[config.mk]
export PLATFORM = sky130hd
export DESIGN_NAME = cpu_core_8bit
export DESIGN_NICKNAME = d
export VERILOG_FILES = /design/src/rtl/cpu_core_8bit.sv
export SDC_FILE = /design/constraint.sdc
export NUM_CORES = 1
export LEC_CHECK = 0
export ABC_AREA = 0
export BUFFER_PORTS_ARGS = -buffer_cell sky130_fd_sc_hd__buf_2
export CAP_MARGIN = 0
export CORE_MARGIN = 2
export CORE_UTILIZATION = 40
export CTS_CLUSTER_DIAMETER = 50
export CTS_CLUSTER_SIZE = 30
export DETAILED_ROUTE_END_ITERATION = 6
export REMOVE_ABC_BUFFERS = 1
export SLEW_MARGIN = 40
export SYNTH_ARGS = -nofsm -noshare
export SYNTH_HDL_FRONTEND = slang
export SYNTH_SLANG_ARGS = --single-unit
[constraint.sdc]
create_clock -name clk -period 2.3 [get_ports clk]
set_clock_uncertainty 0.15 [all_clocks]
set_input_delay 0.115 -clock clk [delete_from_list [all_inputs] [get_ports clk]]
set_output_delay 0.115 -clock clk [all_outputs]
set_load 0.03 [all_outputs]
[src/rtl/cpu_core_8bit.sv]
// cpu_core_8bit
//   Minimal accumulator CPU that masters an 8-bit memory bus. Code is fetched
//   from ROM (0x80-0xFF), data lives in RAM (0x00-0x7F). Every instruction is
//   two bytes (opcode, operand) and takes three cycles:
//   FETCH_OP -> FETCH_ARG -> EXEC. HLT parks the core in HALT until reset.
//
// Ports
//   clk           in   1  system clock, all state changes on posedge
//   rst           in   1  synchronous reset, active-high
//   address_bus   out  8  memory address (PC while fetching/halted, ARG in EXEC)
//   write_enable  out  1  memory write strobe, high only in EXEC of STA
//   from_cpu      out  8  write data, always the accumulator
//   to_cpu        in   8  read data, combinational from address_bus
//   halted        out  1  high while in HALT
//   acc_out       out  8  accumulator, for visibility
//   state_o       out  2  current FSM state (debug)
//
// Handshake: the bus has no valid/ready; the memory answers to_cpu in the same
// cycle as address_bus and commits a write at the posedge ending a cycle in
// which write_enable is high.

module cpu_core_8bit #(
    parameter logic [7:0] RESET_PC = 8'h80
) (
    input  logic       clk,
    input  logic       rst,
    output logic [7:0] address_bus,
    output logic       write_enable,
    output logic [7:0] from_cpu,
    input  logic [7:0] to_cpu,
    output logic       halted,
    output logic [7:0] acc_out,
    output logic [1:0] state_o
);

    typedef enum logic [1:0] {
        S_FETCH_OP  = 2'd0,
        S_FETCH_ARG = 2'd1,
        S_EXEC      = 2'd2,
        S_HALT      = 2'd3
    } state_t;

    localparam logic [7:0] OP_NOP = 8'h00;
    localparam logic [7:0] OP_LDI = 8'h01;
    localparam logic [7:0] OP_LDA = 8'h02;
    localparam logic [7:0] OP_STA = 8'h03;
    localparam logic [7:0] OP_ADD = 8'h04;
    localparam logic [7:0] OP_SUB = 8'h05;
    localparam logic [7:0] OP_JMP = 8'h06;
    localparam logic [7:0] OP_JZ  = 8'h07;
    localparam logic [7:0] OP_JC  = 8'h08;
    localparam logic [7:0] OP_HLT = 8'hFF;

    state_t     state_q, state_d;
    logic [7:0] pc_q, pc_d;
    logic [7:0] ir_q, ir_d;
    logic [7:0] arg_q, arg_d;
    logic [7:0] a_q, a_d;
    logic       z_q, z_d;
    logic       c_q, c_d;

    logic [8:0] sum9;
    logic [7:0] bus_addr;

    always_ff @(posedge clk) begin
        if (rst) begin
            state_q <= S_FETCH_OP;
            pc_q    <= RESET_PC;
            ir_q    <= 8'h00;
            arg_q   <= 8'h00;
            a_q     <= 8'h00;
            z_q     <= 1'b0;
            c_q     <= 1'b0;
        end else begin
            state_q <= state_d;
            pc_q    <= pc_d;
            ir_q    <= ir_d;
            arg_q   <= arg_d;
            a_q     <= a_d;
            z_q     <= z_d;
            c_q     <= c_d;
        end
    end

    // Next-state and datapath. In EXEC, to_cpu is M = memory[ARG].
    always_comb begin
        state_d = state_q;
        pc_d    = pc_q;
        ir_d    = ir_q;
        arg_d   = arg_q;
        a_d     = a_q;
        z_d     = z_q;
        c_d     = c_q;
        sum9    = 9'd0;

        case (state_q)
            S_FETCH_OP: begin
                ir_d    = to_cpu;
                pc_d    = pc_q + 8'd1;
                state_d = S_FETCH_ARG;
            end
            S_FETCH_ARG: begin
                arg_d   = to_cpu;
                pc_d    = pc_q + 8'd1;
                state_d = S_EXEC;
            end
            S_EXEC: begin
                state_d = S_FETCH_OP;
                case (ir_q)
                    OP_LDI: begin
                        a_d = arg_q;
                        z_d = (arg_q == 8'h00);
                    end
                    OP_LDA: begin
                        a_d = to_cpu;
                        z_d = (to_cpu == 8'h00);
                    end
                    OP_ADD: begin
                        sum9 = {1'b0, a_q} + {1'b0, to_cpu};
                        a_d  = sum9[7:0];
                        c_d  = sum9[8];
                        z_d  = (sum9[7:0] == 8'h00);
                    end
                    OP_SUB: begin
                        // The 9th bit of the two's-complement difference is the borrow.
                        sum9 = {1'b0, a_q} - {1'b0, to_cpu};
                        a_d  = sum9[7:0];
                        c_d  = sum9[8];
                        z_d  = (sum9[7:0] == 8'h00);
                    end
                    OP_JMP: pc_d = arg_q;
                    OP_JZ:  if (z_q) pc_d = arg_q;
                    OP_JC:  if (c_q) pc_d = arg_q;
                    OP_HLT: state_d = S_HALT;
                    // STA only drives the bus; NOP and unknown opcodes do nothing.
                    OP_NOP, OP_STA: ;
                    default: ;
                endcase
            end
            S_HALT: ;
            default: state_d = S_FETCH_OP;
        endcase
    end

    // Bus outputs depend only on registered state (and rst), never on to_cpu.
    always_comb begin
        bus_addr = (state_q == S_EXEC) ? arg_q : pc_q;
    end

    assign address_bus  = rst ? RESET_PC : bus_addr;
    assign write_enable = !rst && (state_q == S_EXEC) && (ir_q == OP_STA);
    assign from_cpu     = a_q;
    assign halted       = !rst && (state_q == S_HALT);
    assign acc_out      = rst ? 8'h00 : a_q;
    assign state_o      = state_q;

endmodule
==> results.json <==
{
  "cts_tree": "done",
  "fin_crit_sh_pct": 99.5,
  "nFillCells": 721,
  "timing.fmax_mhz": 437,
  "fp.dieArea_um2": 8180,
  "clk_pin_slew_ps": 80,
  "area_growth_pct": 26.9,
  "n_antenna_cell": 0,
  "grt_util_met1_pct": 27.0,
  "ys.flop_type": "dfxtp_1",
  "avgViaCountPerCell": 5.31,
  "crit_path_start_kind": "flip-flop",
  "drive_gt1_share_pct": 30.7,
  "die_x_um": 90.4,
  "fin_nets": 479,
  "powerDensity_nw_per_um2": 479,
  "hold_viol": 0,
  "report.final.setup_viol": 0,
  "wirelength_mm": 8.16,
  "path_class": "flip-flop to flip-flop",
  "clock_sinks": 36,
  "ant_nets": 0,
  "core_area_um2": 7250,
  "place_congestion": 0.856,
  "num_rows": 31,
  "synthCells": 381,
  "layout_common_cells": "44 x nor2_1, 42 x buf_4, 37 x buf_2, 33 x dfxtp_1, 32 x nand2_1",
  "yosys-top-cells-area": "dfxtp_1 24%, ha_1 9.2%, mux2i_1 7.7%",
  "cts_buffers": 5,
  "cts_max_level": 2,
  "peakVddDrop_mv": 0.343,
  "power_w": 0.00182,
  "maxCapViolCount": 0,
  "ff2ff_setup_slack_ps": 10,
  "grt_use_met2_pct": 32.1,
  "grt_max_degree": 27,
  "path_max_fanout": 3,
  "cts_buffer_depth": 2,
  "hold_buffers": 0,
  "wl_per_cell_um": 15.0,
  "place.port_buffers": 37,
  "yosysTopAreaCell": "dfxtp_1",
  "ios": 38,
  "ys_seq_elements": 36,
  "status": "finished clean",
  "track_usage_pct": 19.8,
  "arrival_ps": 2360,
  "critPathRequiredTime_ps": 2380,
  "overflow": 0,
  "rsz0062_at_grt": "true",
  "slew_viol_final": 0,
  "synth_async_sr_flop_share_pct": 0,
  "initial_core_util_pct": 41.2,
  "grt_pass1_wl_mm": 13.4,
  "worst_pin_slew_ps": 540,
  "cp-end-kind": "flip-flop",
  "fin_crit_ps": 2290,
  "min_path_type": "input pin to flip-flop",
  "synth_area_um2": 2990,
  "routed-via-count": 2894,
  "cts-root-buf": "clkbuf_8",
  "yosys_warnings": 0,
  "fin_util_pct": 52.3,
  "ys_seq_area_share_pct": 24.1,
  "syn_area_per_cell_um2": 7.85,
  "synth.distinct_cells": 60,
  "drc": 0,
  "insertion_delay_ps": 290,
  "grt_busiest_layer": "met2",
  "synth_edf_count": 0,
  "leakage_nw": 1.62,
  "die_h_um": 90.4,
  "grt_pass1_vias": 2783,
  "slew_headroom_pct": 64.0,
  "dp_hpwl_mm": 5.99,
  "drtIter0Drc": 171,
  "antenna_found_initial": 0,
  "final.setup.tns_ps": 0,
  "met3_usage_pct": 2.75,
  "drt-pass1-iter-count": 4,
  "synth_top_cell_area_share_pct": 24.1,
  "final_common_cell": "nor2_1"
}
[stage by stage]
stage	instances	area [um^2]	hold slack [ps]	worst slack, ps
6_report	545	3790	9.41	11.4
4_1_cts	543	3630	2.67	-12.9
3_3_place_gp	535	3500	300	-107
5_1_grt	545	3790	64.7	-154
3_5_place_dp	535	3500	309	-161
2_1_floorplan	357	2860	29.6	-204
[power breakdown]
| part | switching, W | leakage (nW) | internal, W | total, W |
|---|---|---|---|---|
| combinational | 0.000342 | 1.28 | 0.000266 | 0.000608 |
| clock | 0.000234 | 0.0455 | 0.000245 | 0.000478 |
| sequential | 0.0000597 | 0.296 | 0.000670 | 0.000730 |
| total | 0.000635 | 1.62 | 0.00118 | 0.00182 |
[logic make-up (layout without fill, tap and decap cells)]
| group | count (synthesis) | count (layout) | share of synthesized area, % |
|---|---|---|---|
| simple gates | 139 | 139 | 23.4 |
| compound gates | 100 | 100 | 23.6 |
| buf+inv | 47 | 112 | 7.16 |
| flops | 36 | 36 | 24.1 |
| fa+ha+maj | 24 | 24 | 10.5 |
| mux | 23 | 23 | 7.70 |
| xor+xnor | 12 | 12 | 3.52 |
[critical path, cell delays in order, from the launching register on]
cell	delay (ps)
dfxtp_2	330
inv_2	70
ha_4	130
inv_2	30
fa_2	380
a211oi_2	200
o21bai_1	110
a21oi_2	170
o21bai_1	80
a2111o_1	420
a41oi_2	150
[worst paths after layout]
check | from | to | cells after the start
worst max register to register | from_cpu[0] | c_q | 10
worst min-delay path | to_cpu[7] | ir_q[7] | 3
worst max-delay path | from_cpu[0] | c_q | 10
worst min register to register | pc_q[7] | pc_q[7] | 2
[metal layers]
metal	share of wire [%]	vias to the layer above
met3	3.2	13
met5	0	-
met2	46	55
met1	48	1360
li1	-	1466
met4	1.9	0
[sequential cells by signal, indices dropped and copies added, names as in the netlist]
register / cells
ir_q: 8
pc_q: 8
state_o: 2
c_q: 1
from_cpu: 8
arg_q: 8
z_q: 1
[timing repair]
item | in CTS | in global routing
resized for setup | 14 | 28
setup endpoints to repair | 7 | 15
buffers inserted | 0 | 2
pin swaps | 7 | 18
[layout make-up]
type	count	area (um^2)	area share, %
tap	99	124	3.27
clock buffer	8	90.1	2.38
inverter	23	90.1	2.38
timing repair buffer	81	532	14.0
multi-input combinational	298	2230	58.8
sequential	36	727	19.2
[synth_stat cells, types with 3 or more instances]
cell,instances
nor2_1,45
dfxtp_1,36
nand2_1,32
a21oi_1,26
inv_1,23
mux2i_1,23
ha_1,22
nor2b_1,16
o21ai_0,16
clkbuf_1,12
nor3_1,9
xnor2_1,9
a211oi_1,7
a21o_1,6
buf_2,6
nand2b_1,6
nand3_1,6
nor4_1,5
o22ai_1,5
o21bai_1,4
a211o_1,3
a211oi_2,3
a221oi_1,3
a22oi_1,3
a31oi_1,3
buf_6,3
o21ai_1,3
or3_1,3
xor2_1,3
Power figures use the tool's default switching activity.
